[src/rtl/enc_pkg.sv]
// rtl/enc_pkg.sv - shared widths, FSM state type and popcount helper for the index encoder
package enc_pkg;

  localparam int ENC_MASK_W = 64;
  localparam int ENC_IDX_W  = 6;
  localparam int ENC_CNT_W  = 7;

  typedef enum logic [0:0] {
    ENC_IDLE  = 1'b0,
    ENC_DRAIN = 1'b1
  } enc_state_t;

  // Number of set bits in a mask; 7 bits so that an all-ones mask (64) fits.
  function automatic logic [ENC_CNT_W-1:0] enc_popcount(input logic [ENC_MASK_W-1:0] m);
    logic [ENC_CNT_W-1:0] cnt;
    cnt = '0;
    for (int i = 0; i < ENC_MASK_W; i++) begin
      cnt = cnt + {{(ENC_CNT_W-1){1'b0}}, m[i]};
    end
    return cnt;
  endfunction

endpackage

[src/rtl/pri_enc_64_6.sv]
// rtl/pri_enc_64_6.sv - combinational search for the first set mask bit at or after start, wrapping 63->0
module pri_enc_64_6
  import enc_pkg::*;
(
  input  logic [ENC_MASK_W-1:0] mask,
  input  logic [ENC_IDX_W-1:0]  start,
  output logic [ENC_IDX_W-1:0]  idx,
  output logic                  any
);

  // Scan offsets from farthest to nearest so the bit closest to start wins.
  always_comb begin
    logic [ENC_IDX_W-1:0] pos;
    pos = '0;
    idx = '0;
    any = 1'b0;
    for (int i = ENC_MASK_W - 1; i >= 0; i--) begin
      pos = start + ENC_IDX_W'(i);
      if (mask[pos]) begin
        idx = pos;
        any = 1'b1;
      end
    end
  end

endmodule

[src/rtl/index_encoder_64_6.sv]
// rtl/index_encoder_64_6.sv - serialises a 64-bit mask into 6-bit indices; ENC_ROUND_ROBIN_EN selects rotating search
module index_encoder_64_6
  import enc_pkg::*;
(
  input  logic                  clk,
  input  logic                  rst_n,
  input  logic                  load_valid,
  output logic                  load_ready,
  input  logic [ENC_MASK_W-1:0] load_mask,
  output logic                  out_valid,
  input  logic                  out_ready,
  output logic [ENC_IDX_W-1:0]  out_index,
  output logic                  out_last,
  output logic [ENC_CNT_W-1:0]  pend_count
);

  enc_state_t            r_state;
  enc_state_t            w_next_state;
  logic [ENC_MASK_W-1:0] r_pending;
  logic [ENC_CNT_W-1:0]  r_pend_count;
  logic [ENC_IDX_W-1:0]  w_start;
  logic [ENC_IDX_W-1:0]  w_idx;
  logic                  w_any;
  logic                  w_load;
  logic                  w_fire;

  pri_enc_64_6 u_pri_enc (
    .mask  (r_pending),
    .start (w_start),
    .idx   (w_idx),
    .any   (w_any)
  );

  assign load_ready = (r_state == ENC_IDLE);
  assign out_valid  = (r_state == ENC_DRAIN) && w_any;
  assign out_index  = out_valid ? w_idx : '0;
  assign out_last   = out_valid && (r_pend_count == ENC_CNT_W'(1));
  assign pend_count = r_pend_count;

  // An all-zero mask is accepted but never leaves IDLE.
  assign w_load = load_ready && load_valid && (load_mask != '0);
  assign w_fire = out_valid && out_ready;

`ifdef ENC_ROUND_ROBIN_EN
  logic [ENC_IDX_W-1:0] r_rr_ptr;

  // Pointer moves just past each accepted index and survives across loads.
  always_ff @(posedge clk or negedge rst_n) begin
    if (!rst_n) begin
      r_rr_ptr <= '0;
    end else if (w_fire) begin
      r_rr_ptr <= w_idx + ENC_IDX_W'(1);
    end
  end

  assign w_start = r_rr_ptr;
`else
  assign w_start = '0;
`endif

  // State register.
  always_ff @(posedge clk or negedge rst_n) begin
    if (!rst_n) begin
      r_state <= ENC_IDLE;
    end else begin
      r_state <= w_next_state;
    end
  end

  // Next state: enter DRAIN on a non-empty load, return to IDLE after the last index.
  always_comb begin
    w_next_state = r_state;
    case (r_state)
      ENC_IDLE:  if (w_load) w_next_state = ENC_DRAIN;
      ENC_DRAIN: if (w_fire && out_last) w_next_state = ENC_IDLE;
      default:   w_next_state = ENC_IDLE;
    endcase
  end

  // Pending mask and count: captured on load, one bit retired per accepted index.
  always_ff @(posedge clk or negedge rst_n) begin
    if (!rst_n) begin
      r_pending    <= '0;
      r_pend_count <= '0;
    end else if (w_load) begin
      r_pending    <= load_mask;
      r_pend_count <= enc_popcount(load_mask);
    end else if (w_fire) begin
      r_pending    <= r_pending & ~({{(ENC_MASK_W-1){1'b0}}, 1'b1} << w_idx);
      r_pend_count <= r_pend_count - ENC_CNT_W'(1);
    end
  end

endmodule

[config.mk]
export PLATFORM = sky130hd
export DESIGN_NAME = index_encoder_64_6
export DESIGN_NICKNAME = d
export VERILOG_FILES = /design/src/rtl/enc_pkg.sv /design/src/rtl/pri_enc_64_6.sv /design/src/rtl/index_encoder_64_6.sv
export SDC_FILE = /design/constraint.sdc
export NUM_CORES = 1
export LEC_CHECK = 0
export ABC_AREA = 1
export CORE_MARGIN = 2
export CORE_UTILIZATION = 33
export CTS_CLUSTER_SIZE = 28
export DETAILED_ROUTE_END_ITERATION = 8
export PLACE_DENSITY = 0.57
export SYNTH_ARGS = -nofsm -noshare
export SYNTH_HDL_FRONTEND = slang
export SYNTH_SLANG_ARGS = --single-unit
[constraint.sdc]
create_clock -name clk -period 7.75 [get_ports clk]
set_clock_uncertainty 0.15 [all_clocks]
set_input_delay 0.775 -clock clk [delete_from_list [all_inputs] [get_ports clk]]
set_output_delay 0.775 -clock clk [all_outputs]
set_load 0.02 [all_outputs]
After elaboration in Yosys (flattened, before gate mapping):

Index checks and enable logic that the tools add are counted.

* logic and storage cells: 216
* input bits: 68
* output and inout bits: 16
* bits in registers: 72

* shifts and indexed selects: 1
* muxes and demuxes: 136
* equality and inequality tests: 1
* reductions and logical operators: 8
* add/sub/neg operators: 64
* bitwise logic cells: 3

Operator list (count)
* $add 7x1->7: 57
* $mux 6: 65
* $mux 64: 2
* $mux 1: 66
* $and 64x64->64: 1
* $not 64->64: 1
* $reduce_bool 64->1: 1
* $shl 1x6->64 const A: 1
* $mux 7: 2
* $add 6x1->7: 1
* $eq 7x1->1 const B: 1
* $sub 7x1->7 const B: 1
* $add 5x1->6: 1
* $logic_and 1x1->1: 6
* $add 4x1->5: 1
* $add 3x1->4: 1
* $add 2x1->3: 1
* $add 1x1->2: 1
* $pmux 1 s2: 1
* $reduce_bool 2->1: 1
* $not 1->1: 1

Longest topological paths before layout:

Gate-level depths: netlist (run 1).

* word-level depth: 69
* gate-level depth with buffers: 69
* depth with buffers taken out: 69

Cells and area by module:

From an unflattened synthesis (run 1), not the netlist that was laid out.

* cells, all modules: 2875
* area, all modules: 15653.8 µm²

Modules (own cells, without submodules)
* pri_enc_64_6: seq. area each 0.0 µm², area an instance 10089.7 µm², instances 1, cells an instance 2185
* index_encoder_64_6: seq. area each 1801.7 µm², area an instance 5564.1 µm², instances 1, cells an instance 690

Worst setup path before layout (run 1):

Ideal clock, no wire load.

* path type: input port to flip-flop
* start: input port load_mask[59]
* end: register r_pend_count[6], in the netlist pend_count[6]
* stages: 22
* buffers on the path: 0
* setup time: 0.082 ns
* data arrival time: 6.073 ns
* data required time: 7.518 ns
* path slack: 1.445 ns
* path through: inv_1 > fa_1 > fa_1 > inv_1 > fa_1 > inv_1 > fa_1 > inv_1 > fa_1 > inv_1 > fa_1 > fa_1 > fa_1 > inv_1 > ha_1 > inv_1 > fa_1 > o21ai_0 > nand2_1 > a21boi_0 > o21ai_0 > a31oi_1

* cells in the longest elaborated chain, start to end: 6
* elaborated cells between the ends (all ways): 9
* classes of those cells: add/sub (5); mux (1); reduce/logical (3)

RTL lines
* start: declaration: line index_encoder_64_6.sv:9 `input logic [ENC_MASK_W-1:0] load_mask,`
* $add 7x1->7 (5 in series): line enc_pkg.sv:18 `cnt = cnt + {{(ENC_CNT_W-1){1'b0}}, m[i]};`
* $mux 7: line index_encoder_64_6.sv:85 `end else if (w_load) begin`
* end signal: assignment: line index_encoder_64_6.sv:87 `r_pend_count <= enc_popcount(load_mask);`
* end signal: assignment: line index_encoder_64_6.sv:90 `r_pend_count <= r_pend_count - ENC_CNT_W'(1);`
* end: declaration: line index_encoder_64_6.sv:20 `logic [ENC_CNT_W-1:0] r_pend_count;`

Several ways; a longest one is shown, not always the timed one.
A chain may end at the register's enable or synchronous reset.

Worst setup path in the final report (run 1):

Same ends and word-level chain as after synthesis.

==> out/summary.log, run 1 <==
[status] status completed
[cells_and_area] fraction of final layout cells sized beyond drive strength 1 4.73%
[timing] post-route clock period utilization 87.9%
[global_routing] global-route congestion overflow total 0
[synthesis] proportion of synthesized flip-flops having asynchronous set or reset 100%
[worst_setup_path] cells along the critical path clkdlybuf4s50_1, inv_1, fa_1, fa_1, inv_1, fa_1, inv_1, fa_1, inv_1, fa_1, inv_1, fa_1, fa_1, fa_1, inv_1, ha_1, inv_1, fa_1, o21ai_0, nand2_1, a21boi_0, o21ai_0, a31oi_1
[cells_and_area] most frequent standard cell in the layout excluding fill and tap cells nand2_1
[power] power density relative to cell area 556 nW/um2
[worst_hold_path] Hold Crit Endpoint r_pending[51]
[synthesis] simple logic cell fraction of the synthesized area 33.1%
[worst_setup_path] kind of end point of the critical path flop
[timing] transition time of the tightest slew-check pin 1020 ps
[drt] number of vias after detailed routing 5948
[worst_setup_path] cell count of the worst reg-to-reg path 66
[clock_tree] clock insertion delay at the later pin of the skew report 350 ps
[cells_and_area] commonest cells after routing, fill and taps aside nand2_1, inv_1, nand3_1, clkdlybuf4s50_1, nor2_1
[drt] first-pass iteration count of the detailed router 5
[worst_setup_path] largest fanout on the critical path 2
[synthesis] number of flops mapped to enable cells by yosys 0
[synthesis] most frequently used flop master after synthesis dfrtp_1
[floorplanning] overall die height 144 um
[global_routing] initial antenna violation count 0
[worst_setup_path] critical path class in2reg
[timing] Setup TNS Final 0 ps
[drt] Iter 0 DRT Violations 550
[cells_and_area] fill cell instance count of the final layout 2027
[power] IR Drop Worst-Case VDD 0.567 mV
[timing] Max transition margin 32.0%
[placed_design] worst-case setup slack after placement 563 ps
[worst_setup_path] worst-path cell with the longest stage delay fa_1
[synthesis] compound-gate portion of the synthesized area 4.67%
[synthesis] share of the synthesized netlist area taken by xor and xnor gates 1.08%
[drt] routed len/inst 16.3 um
[worst_hold_path] Hold Crit Depth 2
[power] leak pwr 3.87 nW
[synthesis] top cell type's share of synthesized area 27.8%
[worst_setup_path] flop-to-flop setup slack 2910 ps
[clock_tree] # clock sinks 72
[timing] post-route setup slack 935 ps
[cells_and_area] net count reported at finish 1107
[clock_tree] maximum level of the CTS H-tree 3
[floorplanning] floorplan core area 19300 um2
[worst_hold_path] hold wc startpoint r_pending[51]
[global_routing] number of global-route vias before repair 5856
[synthesis] count of mapped cells out of synthesis 897
[drt] Antenna Violating Nets Remaining 0
[worst_setup_path] required time worst endpoint 7870 ps
[synthesis] dominant cells by area after synthesis dfrtp_1, fa_1, nand2_1, inv_1, nand3_1
[floorplanning] Horiz. Die Dim 144 um
[worst_setup_path] largest stage delay on the critical path 530 ps
[global_routing] maximum number of pins on one net before global-route repair 73
[synthesis] Synthesized Nets 1037
[clock_tree] hold-fix buffer count after cts 0
[global_routing] global-route wire length before repair 31900 um
[floorplanning] number of top-level pins 84
[timing] Max Fclk 0.147 GHz
[synthesis] mux cell area share after synthesis 0%
[cells_and_area] Layout Area Growth over Synthesis 20.4%
[worst_setup_path] beginning of the worst register-to-register path r_pending[62]
[drt] number of remaining DRC errors 0
[synthesis] number of synthesized register bits 72
[floorplanning] DIE AREA 20800 um2
[clock_tree] number of buffers on the longest clock path 2
[timing] number of slew-limit violations in the final report 0
[clock_tree] Clk pin slew, worst setup/hold paths 60 ps
[placed_design] IO buf count 83
[synthesis] synthesis warning total 0
[synthesis] area of the mapped netlist 6480 um2
[synthesis] post-synthesis average cell area 7.22 um2
[worst_setup_path] worst reg2reg endpoint r_pending[39]
[placed_design] routability congestion estimate from global placement 0.855
[floorplanning] effective utilization at floorplan 33.5%
[run] number of violations of the max-capacitance limit 0
[global_routing] global-route usage over all layers 20.6%
[floorplanning] floorplan row count 51
[timing] fin crit period 6820 ps
[timing] final count of negative-setup-slack endpoints 0
[cells_and_area] antenna diode count 0
[timing] unrepaired setup endpoints after global routing false
[clock_tree] post-cts sizing count 0
[worst_setup_path] CP Data Arrival Time 6930 ps
[clock_tree] clock tree from TritonCTS done
[synthesis] register area share after synthesis 27.8%
[placed_design] Detail Placement HPWL 15900 um
[drt] Avg Vias per Cell 4.81
[clock_tree] number of setup buffers added after CTS 0
[clock_tree] buffer type at the clock tree root clkbuf_16
[synthesis] largest family of logic cells by synthesized area simple AND/OR/NAND/NOR gates
[timing] final-report hold violation count 0
[synthesis] Synth Area in Adders 20.2%
[worst_setup_path] critical path's most frequent cell fa_1
[drt] WL final 20200 um
[synthesis] Synth area leader dfrtp_1
[synthesis] number of distinct library cell variants in the gate-level netlist after synthesis 43
[worst_hold_path] Hold Crit Class reg2reg
[worst_setup_path] critical path launch point type input pin
[clock_tree] clock buffer count from CTS 9
cells by family (layout without fill, tap and decap cells):
kind of cell    Yosys count  count (layout)
compound gates           53              53
xor+xnor                  8               8
fa+ha+maj                72              72
buf+inv                 207             282
flops                    72              72
simple gates            485             485
critical path, delay by kind of cell:
family	cells	cell delay, ps
AO/OA/AOI/OAI	4	630
adder cells (fa/ha/maj)	10	4470
buffers and inverters	8	950
AND/OR/NAND/NOR	1	90
flip-flops by register name (all words and copies together) (netlist names):
register    flops
pend_count      7
r_pending      64
r_state         1
stage by stage:
stage | cell area [um2] | utilization [%] | hold WS [ps] | std cells | total power, mW
2_1_floorplan | 6480 | - | 318 | 897 | 3.12
3_3_place_gp | 7490 | 38.7 | 342 | 1221 | 3.88
3_5_place_dp | 7490 | 38.7 | 359 | 1221 | 3.93
4_1_cts | 7800 | 40.3 | 378 | 1237 | 4.39
5_1_grt | 7800 | 40.3 | 387 | 1237 | 4.92
6_report | 7800 | 40.3 | 379 | 1237 | 4.34
where the power goes:
| part | leakage (nW) | internal [mW] | switching, mW |
|---|---|---|---|
| combinational | 2.84 | 1.31 | 1.90 |
| sequential | 0.891 | 0.548 | 0.130 |
| clock | 0.148 | 0.266 | 0.177 |
| total | 3.87 | 2.13 | 2.21 |
routing by layer:
metal / part of all wire [%] / vias up / GRT usage [%]
li1: - / 2910 / -
met1: 47 / 2846 / 29.0
met2: 45 / 150 / 31.6
met3: 4.4 / 42 / 3.18
met4: 3.2 / 0 / 8.88
met5: 0 / - / 0
Yosys cell counts, types with 2 or more instances:
library cell and instances:
nor4_1 17, ha_1 18, buf_2 6, nand4_2 2
nor2_1 80, nand3_1 111, nand2_1 233, and2_1 2
clkbuf_1 10, buf_1 4, o211ai_1 4, fa_1 54
o21ai_1 10, inv_1 175, xor2_1 7, dlygate4sd3_1 5
dfrtp_1 72, clkbuf_8 3, a21oi_1 7, nand3_2 3
a21boi_0 2, nand2_4 3, nor3_1 10, nor2_2 11
inv_2 2, a31oi_1 2, nand4_1 8, o21ai_0 21
worst max-delay path by stage:
stage	slack [ps]	start	to	depth (start not counted)
after detailed placement	560	load_mask[59]	pend_count[6]	23
after floorplan	1440	load_mask[59]	pend_count[6]	22
after CTS	900	load_mask[59]	pend_count[6]	23
final	930	load_mask[59]	pend_count[6]	23
after global placement	670	load_mask[59]	pend_count[6]	23
after global routing	620	load_mask[59]	pend_count[6]	23
layout make-up:
cell class,count,area [um2],area share (%)
Sequential cell,72,1800,23.1
Tap cell,265,332,4.25
Clock inverter,5,55.1,0.706
Inverter,178,668,8.57
Timing Repair Buffer,88,863,11.1
Multi-Input combinational cell,618,3830,49.1
Clock buffer,11,253,3.24
No activity file was read; power rests on OpenSTA's default activity.
==> run 2: changes to the inputs <==
- CELL_PAD_IN_SITES_DETAIL_PLACEMENT: unset -> 1
- CELL_PAD_IN_SITES_GLOBAL_PLACEMENT: unset -> 2
- CORE_MARGIN: 2 -> unset
- PLACE_DENSITY: 0.57 -> 0.88
==> run 2 against run 1 <==
Power up 1.0%; setup slack worse by 80 ps; global-route usage up 3.2 points; core utilization up 0.57 points; sequential cell count unchanged; register-to-register slack worse by 240 ps; critical endpoint unchanged; largest power group unchanged; highest routed layer unchanged.
==> out/summary.log, run 2 (synthesized netlist as in run 1, its figures left out) <==
[timing] fin crit period 6900 ps [+80.2 ps]
[worst_setup_path] worst-path cell with the longest stage delay fa_1
[status] status completed
[power] power share of the clock group 9.2% [-1.0 points]
[cells_and_area] register containing the most flip-flops in the final layout r_pending
[global_routing] global-route wire length before repair 35700 um [+12%]
[worst_setup_path] beginning of the worst register-to-register path r_pending[62]
[global_routing] global-route congestion overflow total 0 [unchanged]
[power] Flop pwr share 15.5% [about the same]
[clock_tree] # clock sinks 72 [unchanged]
[drt] Avg Vias per Cell 4.90 [+2.0%]
[placed_design] IO buf count 83 [unchanged]
[timing] Max transition margin 25.2% [-6.9 points]
[worst_setup_path] cells along the critical path clkdlybuf4s50_1, inv_1, fa_1, fa_1, inv_1, fa_1, inv_1, fa_1, inv_1, fa_1, inv_1, fa_1, fa_1, fa_1, inv_1, ha_1, inv_1, fa_1, o21ai_0, nand2_1, a21boi_0, o21ai_0, a31oi_1
[worst_setup_path] required time worst endpoint 7870 ps [about the same]
[power] total internal power 2.09 mW [-1.7%]
[worst_setup_path] Top delay family on crit path adder cells
[drt] routed len/inst 18.2 um [+12%]
[power] switching share of power 52.3% [+1.3 points]
[power] part of the total power dissipated in combinational logic 75.3% [+1.1 points]
[timing] Max Fclk 0.145 GHz [-1.2%]
[timing] post-route setup slack 854 ps [-80.2 ps]
[cells_and_area] fraction of final layout cells sized beyond drive strength 1 4.63% [-0.098 points]
[floorplanning] DIE AREA 20200 um2 [-2.8%]
[placed_design] routability congestion estimate from global placement 0.838 [-2.0%]
[placed_design] Detail Placement HPWL 17700 um [+11%]
[global_routing] routing layer with the top usage in global route met2
[worst_setup_path] critical path class in2reg
[drt] first-pass iteration count of the detailed router 5 [unchanged]
[cells_and_area] antenna diode count 0 [unchanged]
[worst_setup_path] critical path launch point type input pin
[worst_setup_path] largest fanout on the critical path 3 [+1]
[drt] Antenna Violating Nets Remaining 0 [unchanged]
[floorplanning] overall die height 142 um [-1.4%]
[global_routing] number of global-route vias before repair 6372 [+8.8%]
[clock_tree] clock insertion delay at the later pin of the skew report 350 ps [about the same]
[clock_tree] maximum level of the CTS H-tree 3 [unchanged]
[power] leak pwr 3.86 nW [-0.42%]
[global_routing] met2 Usage GRT 39.1% [+7.6 points]
[clock_tree] clock tree from TritonCTS done
[global_routing] maximum number of pins on one net before global-route repair 73 [unchanged]
[timing] final count of negative-setup-slack endpoints 0 [unchanged]
[cells_and_area] most frequent standard cell in the layout excluding fill and tap cells nand2_1
[worst_setup_path] kind of end point of the critical path flop
[cells_and_area] commonest cells after routing, fill and taps aside nand2_1, inv_1, nand3_1, clkdlybuf4s50_1, nor2_1
[clock_tree] post-cts sizing count 0 [unchanged]
[floorplanning] floorplan row count 50 [-2.0%]
[clock_tree] hold-fix buffer count after cts 0 [unchanged]
[global_routing] M3 GR Usage 2.49% [-0.69 points]
[global_routing] met1 routing resource usage after global routing 33.5% [+4.5 points]
[drt] number of vias after detailed routing 6038 [+1.5%]
[worst_setup_path] WP depth 23 [unchanged]
[power] IR Drop Worst-Case VDD 0.673 mV [+19%]
[worst_hold_path] Hold Crit Class reg2reg
[floorplanning] effective utilization at floorplan 34.2% [+0.67 points]
[worst_setup_path] cell count of the worst reg-to-reg path 68 [+3.0%]
[clock_tree] number of setup buffers added after CTS 0 [unchanged]
[run] number of violations of the max-capacitance limit 0 [unchanged]
[cells_and_area] final design utilization 40.9% [+0.57 points]
[cells_and_area] max FFs per register 64 [unchanged]
[worst_hold_path] hold wc startpoint r_pending[55]
[timing] unrepaired setup endpoints after global routing false
[global_routing] initial antenna violation count 0 [unchanged]
[power] switching power of the nets 2.29 mW [+3.6%]
[timing] transition time of the tightest slew-check pin 1120 ps [+103 ps]
[cells_and_area] net count reported at finish 1106 [-0.090%]
[cells_and_area] Layout Area Growth over Synthesis 19.7%
[drt] Iter 0 DRT Violations 364 [-34%]
[timing] post-route clock period utilization 89.0% [+1.0 points]
[clock_tree] number of buffers on the longest clock path 2 [unchanged]
[worst_setup_path] largest stage delay on the critical path 530 ps [about the same]
[drt] number of remaining DRC errors 0 [unchanged]
[floorplanning] Horiz. Die Dim 142 um [-1.4%]
[clock_tree] Clk pin slew, worst setup/hold paths 70 ps [about the same]
[drt] WL final 22500 um [+11%]
[clock_tree] buffer type at the clock tree root clkbuf_16
[timing] number of slew-limit violations in the final report 0 [unchanged]
[worst_setup_path] Crit path buffers/inverters 8 [unchanged]
[timing] Setup TNS Final 0 ps [unchanged]
[worst_hold_path] Hold Crit Depth 2 [unchanged]
[worst_setup_path] CP Data Arrival Time 7010 ps [+80 ps]
[placed_design] worst-case setup slack after placement 543 ps [-20.1 ps]
[timing] final-report hold violation count 0 [unchanged]
[floorplanning] floorplan core area 19000 um2 [-2.0%]
[worst_setup_path] launch point of the critical path load_mask[61]
[power] power density relative to cell area 565 nW/um2 [+1.6%]
[floorplanning] number of top-level pins 84 [unchanged]
[global_routing] global-route usage over all layers 23.8% [+3.2 points]
[worst_setup_path] critical path's most frequent cell fa_1
[clock_tree] clock buffer count from CTS 9 [unchanged]
## run 2: worst min-delay path: stages, from the launching register on
cell,delay [ps]
dfrtp_1,350
nand3_1,80
nand2_1,50
## run 2: worst paths after layout
check | to | slack (ps)
worst max-delay path | pend_count[6] | 850
worst min-delay path | r_pending[55] | 360
worst max register to register | r_pending[33] | 2670
worst min register to register | r_pending[55] | 360
max in group asynchronous | r_pending[62] | 6350
min in group asynchronous | pend_count[3] | 420
## run 2: power by group through the flow
stage               combinational [mW]  clock, mW  sequential (mW)
detailed placement                3.34          0            0.686
global placement                  3.25          0            0.679
global route                      3.84      0.417            0.702
finish                            3.30      0.404            0.681
CTS                               3.37      0.404            0.679
floorplan                         2.45          0            0.670
## run 2: stage by stage
step | std cells | hold slack (ps) | power [mW] | cell area [um2]
2_1_floorplan | 897 | 318 | 3.12 | 6480
3_3_place_gp | 1215 | 342 | 3.93 | 7480
3_5_place_dp | 1215 | 354 | 4.03 | 7480
4_1_cts | 1231 | 370 | 4.45 | 7750
5_1_grt | 1231 | 388 | 4.95 | 7750
6_report | 1231 | 361 | 4.38 | 7750
## run 2: layer usage
metal | part of all wire [%] | up-vias
li1 | - | 2909
met4 | 1.2 | 0
met5 | 0 | -
met2 | 48 | 137
met1 | 47 | 2973
met3 | 4.2 | 19
## run 2: cell type report
| class | count | area [um2] |
|---|---|---|
| Tap cell | 260 | 325 |
| Inverter | 178 | 668 |
| Clock buffer | 9 | 225 |
| Sequential cell | 72 | 1800 |
| Timing Repair Buffer | 87 | 858 |
| Multi-Input combinational cell | 618 | 3830 |
| Clock inverter | 7 | 48.8 |
| Fill cell | 2404 | 11200 |
